===== src/rtl/lock_pkg.sv =====
// Shared types and constants for the lock front-end sequencer.
package lock_pkg;

  // Outcome state of the lock as seen by the sequencer.
  typedef enum logic [1:0] {
    ST_ACTIVE   = 2'd0,
    ST_LOCKOUT  = 2'd1,
    ST_UNLOCKED = 2'd2,
    ST_RELOCK   = 2'd3
  } lock_state_e;

  // LED patterns the lock core shows for each outcome.
  localparam logic [3:0] LED_LOCKOUT     = 4'hF;
  localparam logic [3:0] LED_UNLOCK      = 4'hC;
  // Consecutive matching cycles before an LED pattern is believed.
  localparam int         LED_QUAL_CYCLES = 2;

  // Button lanes.
  localparam int BTN_NEXT  = 0;
  localparam int BTN_ENTER = 1;
  localparam int NUM_BTNS  = 2;

  // Largest of three cycle counts; sizes the shared state timer.
  function automatic int max3(input int a, input int b, input int c);
    int m;
    m = (a > b) ? a : b;
    return (m > c) ? m : c;
  endfunction

endpackage


===== src/rtl/lock_sequencer_if.sv =====
// Button, LED and control signals between the sequencer and its environment.
interface lock_sequencer_if;
  logic       next_btn;
  logic       enter_btn;
  logic [3:0] lock_led;
  logic       next_ed;
  logic       enter_ed;
  logic       lock_rst_n;
  logic       locked_out;
  logic       unlocked;
  logic       busy;

  // Environment side: drives buttons and the LED value, watches the outputs.
  modport master (
    output next_btn, enter_btn, lock_led,
    input  next_ed, enter_ed, lock_rst_n, locked_out, unlocked, busy
  );

  // Sequencer side.
  modport slave (
    input  next_btn, enter_btn, lock_led,
    output next_ed, enter_ed, lock_rst_n, locked_out, unlocked, busy
  );
endinterface


===== src/rtl/lock_sequencer_btn_conditioner.sv =====
// One push-button: 2-flop synchroniser, debounce counter, rising-edge strobe.
// rise is combinational and high in the cycle the debounced level is about
// to go 0->1, so a consumer registering it sees the edge 2+DEBOUNCE_CYCLES
// clocks after the raw input settles high.
module btn_conditioner #(
  parameter int DEBOUNCE_CYCLES = 1000
) (
  input  logic clk,
  input  logic rst_n,
  input  logic raw,
  output logic rise
);

  localparam int CW = $clog2(DEBOUNCE_CYCLES + 1);

  logic [1:0]    sync_q;
  logic          db_q, db_d;
  logic [CW-1:0] cnt_q, cnt_d;

  // Synchroniser; sync_q[1] is the metastability-safe copy.
  always_ff @(posedge clk or negedge rst_n) begin
    if (!rst_n) sync_q <= '0;
    else        sync_q <= {sync_q[0], raw};
  end

  // Debounce: count disagreeing cycles, flip the level once the run is long enough.
  always_comb begin
    db_d  = db_q;
    cnt_d = '0;
    rise  = 1'b0;
    if (sync_q[1] != db_q) begin
      if (cnt_q == CW'(DEBOUNCE_CYCLES - 1)) begin
        db_d = ~db_q;
        rise = ~db_q;
      end else begin
        cnt_d = cnt_q + 1'b1;
      end
    end
  end

  // Debounced level and run counter.
  always_ff @(posedge clk or negedge rst_n) begin
    if (!rst_n) begin
      db_q  <= 1'b0;
      cnt_q <= '0;
    end else begin
      db_q  <= db_d;
      cnt_q <= cnt_d;
    end
  end

endmodule


===== src/rtl/lock_sequencer.sv =====
// Front-end for the 4-LED combination lock: conditions the next/enter
// buttons, paces single-cycle pulses into the lock core, watches the LED
// pattern for lockout/unlock outcomes and re-arms the core afterwards.
module lock_sequencer
  import lock_pkg::*;
#(
  parameter int DEBOUNCE_CYCLES  = 1000,
  parameter int GAP_CYCLES       = 2,
  parameter int LOCKOUT_CYCLES   = 100000,
  parameter int UNLOCK_CYCLES    = 50000,
  parameter int RST_PULSE_CYCLES = 2
) (
  input  logic             clk,
  input  logic             rst_n,
  lock_sequencer_if.slave  bus
);

  localparam int TMAX = max3(LOCKOUT_CYCLES, UNLOCK_CYCLES, RST_PULSE_CYCLES);
  localparam int TW   = $clog2(TMAX + 1);
  localparam int GW   = (GAP_CYCLES > 1) ? $clog2(GAP_CYCLES) : 1;
  localparam int QW   = $clog2(LED_QUAL_CYCLES + 1);

  logic [NUM_BTNS-1:0] raw_btn, rise;

  lock_state_e         state_q, state_d;
  logic [TW-1:0]       timer_q, timer_d;
  logic [QW-1:0]       qf_q, qf_d, qc_q, qc_d;
  logic [GW-1:0]       gap_q, gap_d;
  logic [NUM_BTNS-1:0] pend_q, pend_d, iss;
  logic                next_ed_q, next_ed_d;
  logic                enter_ed_q, enter_ed_d;
  logic                lock_rst_n_q, lock_rst_n_d;
  logic                locked_out_q, locked_out_d;
  logic                unlocked_q, unlocked_d;
  logic                busy_q, busy_d;

  assign raw_btn[BTN_NEXT]  = bus.next_btn;
  assign raw_btn[BTN_ENTER] = bus.enter_btn;

  for (genvar g = 0; g < NUM_BTNS; g++) begin : g_btn
    btn_conditioner #(
      .DEBOUNCE_CYCLES (DEBOUNCE_CYCLES)
    ) u_cond (
      .clk   (clk),
      .rst_n (rst_n),
      .raw   (raw_btn[g]),
      .rise  (rise[g])
    );
  end

  // Outcome FSM: LED qualification, state timer, manual relock.
  always_comb begin
    state_d = state_q;
    timer_d = (timer_q == TW'(TMAX)) ? timer_q : timer_q + 1'b1;
    qf_d    = '0;
    qc_d    = '0;
    unique case (state_q)
      ST_ACTIVE: begin
        timer_d = '0;
        if (bus.lock_led == LED_LOCKOUT)
          qf_d = (qf_q == QW'(LED_QUAL_CYCLES - 1)) ? qf_q : qf_q + 1'b1;
        if (bus.lock_led == LED_UNLOCK)
          qc_d = (qc_q == QW'(LED_QUAL_CYCLES - 1)) ? qc_q : qc_q + 1'b1;
        // Current cycle plus the preceding LED_QUAL_CYCLES-1 must all match.
        if (bus.lock_led == LED_LOCKOUT && qf_q == QW'(LED_QUAL_CYCLES - 1))
          state_d = ST_LOCKOUT;
        else if (bus.lock_led == LED_UNLOCK && qc_q == QW'(LED_QUAL_CYCLES - 1))
          state_d = ST_UNLOCKED;
      end
      ST_LOCKOUT: begin
        if (timer_q == TW'(LOCKOUT_CYCLES - 1)) state_d = ST_RELOCK;
      end
      ST_UNLOCKED: begin
        // An enter press here is a manual relock; it never reaches the lock.
        if (rise[BTN_ENTER] || timer_q == TW'(UNLOCK_CYCLES - 1))
          state_d = ST_RELOCK;
      end
      ST_RELOCK: begin
        if (timer_q == TW'(RST_PULSE_CYCLES - 1)) state_d = ST_ACTIVE;
      end
      default: state_d = ST_RELOCK;
    endcase
    if (state_d != state_q) timer_d = '0;
  end

  // Pulse pacing: one-deep pending flags, enter priority, gap counter.
  always_comb begin
    iss    = '0;
    pend_d = '0;
    gap_d  = GW'(GAP_CYCLES - 1);
    if (state_q == ST_ACTIVE) begin
      if (gap_q == '0) begin
        if (pend_q[BTN_ENTER])     iss[BTN_ENTER] = 1'b1;
        else if (pend_q[BTN_NEXT]) iss[BTN_NEXT]  = 1'b1;
      end
      for (int i = 0; i < NUM_BTNS; i++)
        pend_d[i] = pend_q[i] ? ~iss[i] : rise[i];
      if (iss == '0) gap_d = (gap_q == '0) ? gap_q : gap_q - 1'b1;
    end
    // Outside ACTIVE the gap is held loaded so the first pulse after
    // re-arm waits a full gap; pending flags are discarded.
    next_ed_d    = iss[BTN_NEXT];
    enter_ed_d   = iss[BTN_ENTER];
    lock_rst_n_d = (state_d != ST_RELOCK);
    locked_out_d = (state_d == ST_LOCKOUT);
    unlocked_d   = (state_d == ST_UNLOCKED);
    busy_d       = (state_d != ST_ACTIVE) || (pend_d != '0);
  end

  // State, counters and registered outputs; reset lands in RELOCK so the
  // core always gets a full re-arm pulse after release.
  always_ff @(posedge clk or negedge rst_n) begin
    if (!rst_n) begin
      state_q      <= ST_RELOCK;
      timer_q      <= '0;
      qf_q         <= '0;
      qc_q         <= '0;
      gap_q        <= '0;
      pend_q       <= '0;
      next_ed_q    <= 1'b0;
      enter_ed_q   <= 1'b0;
      lock_rst_n_q <= 1'b0;
      locked_out_q <= 1'b0;
      unlocked_q   <= 1'b0;
      busy_q       <= 1'b1;
    end else begin
      state_q      <= state_d;
      timer_q      <= timer_d;
      qf_q         <= qf_d;
      qc_q         <= qc_d;
      gap_q        <= gap_d;
      pend_q       <= pend_d;
      next_ed_q    <= next_ed_d;
      enter_ed_q   <= enter_ed_d;
      lock_rst_n_q <= lock_rst_n_d;
      locked_out_q <= locked_out_d;
      unlocked_q   <= unlocked_d;
      busy_q       <= busy_d;
    end
  end

  assign bus.next_ed    = next_ed_q;
  assign bus.enter_ed   = enter_ed_q;
  assign bus.lock_rst_n = lock_rst_n_q;
  assign bus.locked_out = locked_out_q;
  assign bus.unlocked   = unlocked_q;
  assign bus.busy       = busy_q;

endmodule


===== src/flat_wrapper.sv =====
// flat-port wrapper written by rule: the top's interface ports become plain ports
module lock_sequencer_flat import lock_pkg::*;
#(
  parameter int DEBOUNCE_CYCLES  = 1000,
  parameter int GAP_CYCLES       = 2,
  parameter int LOCKOUT_CYCLES   = 100000,
  parameter int UNLOCK_CYCLES    = 50000,
  parameter int RST_PULSE_CYCLES = 2
)
  (clk, rst_n, bus_next_btn, bus_enter_btn, bus_lock_led, bus_next_ed, bus_enter_ed, bus_lock_rst_n, bus_locked_out, bus_unlocked, bus_busy);
  lock_sequencer_if bus_i ();
  input  logic clk;
  input  logic rst_n;
  input wire logic [$bits(bus_i.next_btn)-1:0] bus_next_btn;
  input wire logic [$bits(bus_i.enter_btn)-1:0] bus_enter_btn;
  input wire logic [$bits(bus_i.lock_led)-1:0] bus_lock_led;
  output wire logic [$bits(bus_i.next_ed)-1:0] bus_next_ed;
  output wire logic [$bits(bus_i.enter_ed)-1:0] bus_enter_ed;
  output wire logic [$bits(bus_i.lock_rst_n)-1:0] bus_lock_rst_n;
  output wire logic [$bits(bus_i.locked_out)-1:0] bus_locked_out;
  output wire logic [$bits(bus_i.unlocked)-1:0] bus_unlocked;
  output wire logic [$bits(bus_i.busy)-1:0] bus_busy;
  assign bus_i.next_btn = bus_next_btn;
  assign bus_i.enter_btn = bus_enter_btn;
  assign bus_i.lock_led = bus_lock_led;
  assign bus_next_ed = bus_i.next_ed;
  assign bus_enter_ed = bus_i.enter_ed;
  assign bus_lock_rst_n = bus_i.lock_rst_n;
  assign bus_locked_out = bus_i.locked_out;
  assign bus_unlocked = bus_i.unlocked;
  assign bus_busy = bus_i.busy;
  lock_sequencer #(.DEBOUNCE_CYCLES(DEBOUNCE_CYCLES), .GAP_CYCLES(GAP_CYCLES), .LOCKOUT_CYCLES(LOCKOUT_CYCLES), .UNLOCK_CYCLES(UNLOCK_CYCLES), .RST_PULSE_CYCLES(RST_PULSE_CYCLES)) u_core (.clk(clk), .rst_n(rst_n), .bus(bus_i));
endmodule

===== config.mk =====
export PLATFORM = sky130hd
export DESIGN_NAME = lock_sequencer_flat
export DESIGN_NICKNAME = d
export VERILOG_FILES = /design/src/rtl/lock_pkg.sv /design/src/rtl/lock_sequencer_if.sv /design/src/rtl/lock_sequencer_btn_conditioner.sv /design/src/rtl/lock_sequencer.sv /design/src/flat_wrapper.sv
export SDC_FILE = /design/constraint.sdc
export NUM_CORES = 1
export LEC_CHECK = 0
export CAP_MARGIN = 20
export CORE_MARGIN = 2
export CORE_UTILIZATION = 42
export CTS_CLUSTER_DIAMETER = 200
export DETAILED_ROUTE_END_ITERATION = 8
export RECOVER_POWER = 25
export REMOVE_ABC_BUFFERS = 1
export SYNTH_ARGS = -nofsm -noshare
export SYNTH_HDL_FRONTEND = slang
export SYNTH_SLANG_ARGS = --single-unit

===== constraint.sdc =====
create_clock -name clk -period 6.3 [get_ports clk]
set_input_delay 1.26 -clock clk [delete_from_list [all_inputs] [get_ports clk]]
set_output_delay 1.26 -clock clk [all_outputs]
set_load 0.005 [all_outputs]

==> results of run 1 <==
-- final cells by class --
cell class | instances | area, um^2
Sequential cell | 58 | 1460
Multi-Input combinational cell | 192 | 1180
Inverter | 11 | 41.3
Tap cell | 77 | 96.3
Fill cell | 624 | 3190
Clock inverter | 5 | 77.6
Clock buffer | 11 | 141
Timing Repair Buffer | 14 | 129
-- cell usage after synthesis (all sizes together) --
library cell / number / share of area
nand2: 21 / 0.029
buf: 2 / 0.012
o21ai: 4 / 0.0074
nor2: 55 / 0.076
dfrtp: 55 / 0.51
nor4b: 1 / 0.0032
ha: 7 / 0.032
mux2: 1 / 0.0041
or3b: 1 / 0.0032
xor2: 16 / 0.052
or4: 2 / 0.0055
and3: 9 / 0.021
a21oi: 3 / 0.0055
nor3: 6 / 0.011
o41a: 1 / 0.0041
nand3: 16 / 0.030
nor4bb: 4 / 0.015
and4: 3 / 0.011
clkbuf: 1 / 0.0014
or2: 1 / 0.0023
nand4b: 2 / 0.0065
o211ai: 2 / 0.0074
or3: 4 / 0.011
and2: 2 / 0.0046
and3b: 1 / 0.0032
a211o: 1 / 0.0032
mux2i: 1 / 0.0037
nor4: 1 / 0.0023
nor2b: 1 / 0.0023
dfstp: 3 / 0.029
inv: 11 / 0.015
a21bo: 2 / 0.0074
xnor2: 19 / 0.061
nand4: 4 / 0.0092
nand2b: 1 / 0.0023
-- placed cells by master (no fill, tap or decap), types with 3 or more instances in the layout --
cell type                         instances
sky130_fd_sc_hd__a21oi_1                  3
sky130_fd_sc_hd__and3_1                   9
sky130_fd_sc_hd__clkbuf_8                10
sky130_fd_sc_hd__clkdlybuf4s50_1         10
sky130_fd_sc_hd__dfrtp_1                 55
sky130_fd_sc_hd__ha_1                     7
sky130_fd_sc_hd__inv_1                   11
sky130_fd_sc_hd__nand2_1                 21
sky130_fd_sc_hd__nand3_1                 16
sky130_fd_sc_hd__nand4_1                  4
sky130_fd_sc_hd__nor2_1                  55
sky130_fd_sc_hd__nor3_1                   6
sky130_fd_sc_hd__nor4bb_1                 4
sky130_fd_sc_hd__o21ai_0                  4
sky130_fd_sc_hd__or3_1                    3
sky130_fd_sc_hd__xnor2_1                 19
sky130_fd_sc_hd__xor2_1                  16
-- worst paths after layout --
kind	from	endpoint	slack [ns]	depth (start not counted)
worst max-delay path	rst_n	u_core.timer_q[14]	2.59	2
worst min-delay path	u_core.g_btn[1].u_cond.sync_q[0]	u_core.g_btn[1].u_cond.sync_q[1]	0.36	0
max in group clk	u_core.bus.busy	bus_busy	3.71	1
min in group asynchronous	rst_n	u_core.g_btn[1].u_cond.cnt_q[3]	2.02	2
worst max register to register	u_core.timer_q[11]	u_core.timer_q[8]	4.00	5
worst min register to register	u_core.g_btn[1].u_cond.sync_q[0]	u_core.g_btn[1].u_cond.sync_q[1]	0.36	0
-- registers in the layout, summed over array words and instances (netlist names) --
signal	flops
u_core.state_q	2
u_core.g_btn.u_cond.sync_q	4
u_core.g_btn.u_cond.cnt_q	20
u_core.timer_q	17
u_core.bus.enter_ed	1
u_core.qc_q	2
u_core.gap_q	1
u_core.bus.locked_out	1
u_core.bus.next_ed	1
u_core.g_btn.u_cond.db_q	2
u_core.qf_q	2
u_core.pend_q	2
u_core.bus.busy	1
u_core.bus.lock_rst_n	1
u_core.bus.unlocked	1
-- routing by layer --
layer	vias up	track usage
met5	-	0
met4	0	0.0866
met3	10	0.0354
met2	28	0.227
met1	889	0.183
li1	927	-
-- per-stage QoR --
step / cells / utilization / power [W] / cell area [um^2]
after floorplan: 261 / - / 0.000504 / 2680
after global routing: 368 / 0.495 / 0.000972 / 3120
after CTS: 368 / 0.495 / 0.000941 / 3130
after global placement: 352 / 0.461 / 0.000556 / 2910
after detailed placement: 352 / 0.461 / 0.000557 / 2910
final: 368 / 0.495 / 0.000924 / 3120
-- cell families (layout without fill, tap and decap cells) --
family	after synthesis	count (layout)
AOI/OAI and AO/OA	13	13
xor gates and xnor gates	35	35
adders and majority gates	7	7
buffers and inverters	14	41
DFF	58	58
muxes	2	2
and+or+nand+nor	135	135
-- report_power, final --
group          switching (W)  internal [W]  leakage, nW
clock network       0.000145      0.000232        0.109
logic              0.0000666     0.0000524        0.502
registers          0.0000254      0.000403        0.773
==> reports/results.tsv, run 1 <==
stage	metric	value	unit
cts	cts_made_buffers	9	
cts	worstSkewPairLatency	0.34	ns
worst_setup_path	critical-path-slowest-cell	sky130_fd_sc_hd__clkbuf_1	
sta	fin_crit	3.71	ns
route	dr.max_layer_used	met4	
cts	clk_root_buffer_cell	sky130_fd_sc_hd__clkbuf_8	
sta	timing_max_transition_violations_final	59	
sta	rsz_0062_raised_after_global_routing	no	
cts	clk_transition_reported_paths	0.06	ns
pwr	cellLeakagePower	1.39	nW
cts	cts_hold_buf	0	
floorplanning	pin_count	14	
worst_setup_path	list_of_cells_traversed_by_the_critical_path	buf_2 -> clkbuf_1	
route	avgViaCountPerCell	5.04	
status	violations	capacitance limit, slew limit	
logic_synthesis	seq_area_frac_synth	0.536	
cts	clock_sinks	58	
floorplanning	num_rows	29	
route	postRouteWirelength	4610	um
route	detailroute.wirelength.met3	121	um
floorplanning	placeableCoreArea	6310	um^2
route	wirelength_met1	2270	um
logic_synthesis	flops_latches_synth	58	
sta	worst_pin_slew	3.01	ns
cts	ctsLongestPathBuffers	2	
final_layout	share_of_final_layout_standard_cells_stronger_than_drive_strength_1	0.0893	
logic_synthesis	synthesis.area	2710	um^2
logic_synthesis	number_of_cells_produced_by_synthesis	264	
worst_setup_path	slowest_delay	2.12	ns
grt	grt_util_all_layers	0.145	
logic_synthesis	area_share_of_xor_xnor_cells_in_the_synthesized_design	0.113	
worst_hold_path	hold_class	reg -> reg	
logic_synthesis	syn-mean-instance-area	10.3	um^2
grt	grt_pass1_vias	1836	
sta	layout_worst_path_cycle_share	0.588	
floorplanning	die_span_y	84.4	um
job	maxCapViolations	1	
route	post_route_drc	0	
route	dr_total_vias	1854	
floorplanning	die_w	84.4	um
final_layout	finish.net_count	301	
worst_setup_path	criticalPathCategory	in -> async	
logic_synthesis	fraction_of_the_mapped_netlist_area_in_compound_gates	0.0350	
placement	detailed_place_hpwl	3060	um
route	firstDrtPassIters	4	
worst_setup_path	critical_path_required	6.07	ns
placement	io_buffer_count	13	
floorplanning	initial_utilization	0.430	
route	initialDrtViolationCount	66	
sta	setup_ws	2.59	ns
sta	finalSetupViolations	0	
grt	grt_first_pass_wirelength	8210	um
worst_setup_path	worstPathArrival	3.48	ns
pwr	cellPowerDensity	296	nW/um^2
logic_synthesis	synthAdderAreaFrac	0.0323	
placement	post_place_worst_slack	3.42	ns
grt	grt_start_max_net_pins	59	
cts	post_cts.repair.setup_buffers	0	
logic_synthesis	main_combinational_cell_family_by_area_after_synthesis	simple AND/OR/NAND/NOR gates	
cts	tritoncts	built	
route	route.met2.wl	2100	um
worst_setup_path	critPathTopFamily	buffers and inverters	
sta	final.setup_skew	0.0101	ns
grt	grt_remaining_overflow	0	
sta	max_clock_freq	0.270	GHz
sta	max-slew-margin-rel	-1.01	
worst_setup_path	worst_setup_path_end_kind	async pin	
final_layout	flow.area_growth_from_synthesis	15.1	%
route	drt.antenna.violating_nets	0	
sta	setup_tns	0	ns
status	run_status	finished with violations	
pwr	ir_drop	0.135	mV
worst_setup_path	worst-path-buf-inv	2	
final_layout	num_antenna_cells	0	
sta	hold_slack	0.356	ns
sta	finalHoldViolCount	0	
placement	gpl.final_weighted_congestion	0.748	
logic_synthesis	synth.mux.area_fraction	0.00784	
worst_setup_path	crit_fanout	58	
logic_synthesis	number_of_distinct_standard_cells_referenced_by_the_synthesized_netlist	40	
route	drt-wirelength-per-cell	12.5	um
logic_synthesis	synth_warn	0	
cts	htreeDepth	3	
grt	antenna_violations_before_repair	0	
floorplanning	die-area	7120	um^2
logic_synthesis	post_synth_simple_gate_area	0.248	
cts	postCtsResizedCells	0	
worst_setup_path	timing.critical_path.from_type	primary input	
Note: power is estimated with default switching activity, not from simulation.
==> inputs of run 2 (changes only) <==
==> constraint.sdc (replaced) <==
create_clock -name clk -period 3.4 [get_ports clk]
set_input_delay 0.68 -clock clk [delete_from_list [all_inputs] [get_ports clk]]
set_output_delay 0.68 -clock clk [all_outputs]
set_load 0.005 [all_outputs]
==> reports/results.tsv, run 2 (synthesized netlist as in run 1, its figures left out) <==
stage	metric	value	unit
status	run_status	finished with violations	
status	violations	capacitance limit, slew limit	
sta	max-slew-margin-rel	-0.472	
route	firstDrtPassIters	4	
floorplanning	placeableCoreArea	6310	um^2
grt	grt_start_max_net_pins	44	
worst_setup_path	crit_fanout	43	
route	postRouteWirelength	4580	um
route	drt.antenna.violating_nets	0	
pwr	power.share.sequential	0.466	
cts	ctsLongestPathBuffers	2	
sta	rsz_0062_raised_after_global_routing	no	
pwr	cellPowerDensity	544	nW/um^2
route	dr_total_vias	1844	
cts	clk_root_buffer_cell	sky130_fd_sc_hd__clkbuf_8	
placement	gpl.final_weighted_congestion	0.787	
final_layout	finish.net_count	301	
sta	worst_pin_slew	2.21	ns
pwr	ir_drop	0.258	mV
route	initialDrtViolationCount	70	
cts	postCtsResizedCells	0	
cts	cts_hold_buf	0	
final_layout	layout.cells.most_common_list	55 x sky130_fd_sc_hd__nor2_1, 55 x sky130_fd_sc_hd__dfrtp_1, 21 x sky130_fd_sc_hd__nand2_1, 19 x sky130_fd_sc_hd__xnor2_1	
sta	layout_worst_path_cycle_share	0.666	
cts	htreeDepth	3	
route	post_route_drc	0	
worst_setup_path	criticalPathCategory	in -> async	
grt	grt_remaining_overflow	0	
placement	detailed_place_hpwl	3220	um
sta	final.setup_skew	0.00536	ns
sta	timing_max_transition_violations_final	44	
pwr	power.switching_fraction	0.252	
cts	cts_made_buffers	9	
sta	hold_slack	0.353	ns
worst_setup_path	critical-path-slowest-cell	sky130_fd_sc_hd__clkbuf_1	
worst_setup_path	worst_setup_path_end_kind	async pin	
cts	tritoncts	built	
final_layout	post-route-cell-area	3130	um^2
final_layout	layout.filler_cells	591	
worst_setup_path	worst-path-buf-inv	2	
job	maxCapViolations	1	
cts	post_cts.repair.setup_buffers	0	
final_layout	share_of_final_layout_standard_cells_stronger_than_drive_strength_1	0.0893	
floorplanning	die-area	7120	um^2
sta	finalSetupViolations	0	
pwr	internal_power	0.00127	W
worst_hold_path	hold_class	reg -> reg	
grt	grt_first_pass_wirelength	8320	um
floorplanning	die_w	84.4	um
pwr	switching_power	0.000428	W
cts	worstSkewPairLatency	0.33	ns
cts	clock_sinks	58	
worst_setup_path	list_of_cells_traversed_by_the_critical_path	clkbuf_1 -> buf_4	
final_layout	top_register	u_core.g_btn.u_cond.cnt_q	
floorplanning	initial_utilization	0.430	
grt	grt_pass1_vias	1826	
grt	grt_util_all_layers	0.146	
floorplanning	die_span_y	84.4	um
worst_setup_path	timing.critical_path.from_type	primary input	
pwr	cellLeakagePower	1.39	nW
pwr	share_clk_of_total_power	0.407	
placement	post_dp_cell_area	2910	um^2
sta	fin_crit	2.26	ns
grt	antenna_violations_before_repair	0	
worst_setup_path	worstPathArrival	2.71	ns
final_layout	flow.area_growth_from_synthesis	15.2	%
route	drt-wirelength-per-cell	12.4	um
pwr	comb_power_share	0.128	
final_layout	largestRegisters	u_core.g_btn.u_cond.cnt_q: 20 flops, u_core.timer_q: 17 flops, u_core.g_btn.u_cond.sync_q: 4 flops	
placement	io_buffer_count	13	
worst_setup_path	slowest_delay	1.54	ns
route	avgViaCountPerCell	5.01	
worst_setup_path	critPathTopFamily	buffers and inverters	
final_layout	num_antenna_cells	0	
cts	clk_transition_reported_paths	0.06	ns
worst_setup_path	critical_path_required	3.85	ns
final_layout	largest_register_ffs	20	
floorplanning	num_rows	29	
final_layout	post_layout_nonfiller_instances	368	
sta	max_clock_freq	0.442	GHz
placement	dpl.cell_count	352	
worst_setup_path	ff2ff_setup_slack	1.17	ns
floorplanning	pin_count	14	
pwr	power.total	0.00170	W
sta	finalHoldViolCount	0	
sta	setup_tns	0	ns
[run 2: per-layer routing]
metal  wire length [um]  track usage  vias to the layer above
met1               2270        0.191                      883
met5                  0            0                        -
met3                111       0.0295                       10
met2               2100        0.231                       20
met4                 94       0.0779                        0
li1                   -            -                      931
[run 2: layout make-up]
type	instances	area, um^2	share of cell area
sequential	58	1460	0.466
multi-input combinational	192	1180	0.378
clock buffer	11	141	0.0452
timing repair buffer	14	131	0.0420
tap	77	96.3	0.0308
clock inverter	5	77.6	0.0248
inverter	11	41.3	0.0132
[run 2: per-stage QoR]
stage | worst slack [ns] | util
after floorplan | 1.39 | -
after global placement | 1.09 | 0.461
after detailed placement | 1.09 | 0.461
after CTS | 1.13 | 0.495
after global routing | 0.588 | 0.495
final | 1.14 | 0.495
[run 2: power groups by stage]
| stage | logic (W) | registers, W | clock network [W] |
|---|---|---|---|
| 2_1_floorplan | 0.000137 | 0.000796 | 0 |
| 3_3_place_gp | 0.000223 | 0.000806 | 0 |
| 3_5_place_dp | 0.000226 | 0.000807 | 0 |
| 4_1_cts | 0.000225 | 0.000795 | 0.000718 |
| 5_1_grt | 0.000251 | 0.000800 | 0.000746 |
| 6_report | 0.000217 | 0.000792 | 0.000692 |
[run 2: worst paths after layout]
check                                                    to                        startpoint  depth (start not counted)
setup / recovery                          u_core.state_q[1]                             rst_n                          2
hold / removal             u_core.g_btn[1].u_cond.sync_q[1]  u_core.g_btn[1].u_cond.sync_q[0]                          0
setup reg to reg                          u_core.timer_q[8]                u_core.timer_q[11]                          5
hold reg to reg            u_core.g_btn[1].u_cond.sync_q[1]  u_core.g_btn[1].u_cond.sync_q[0]                          0
max in group clk                          u_core.timer_q[8]                u_core.timer_q[11]                          5
min in group asynchronous   u_core.g_btn[1].u_cond.cnt_q[0]                             rst_n                          1
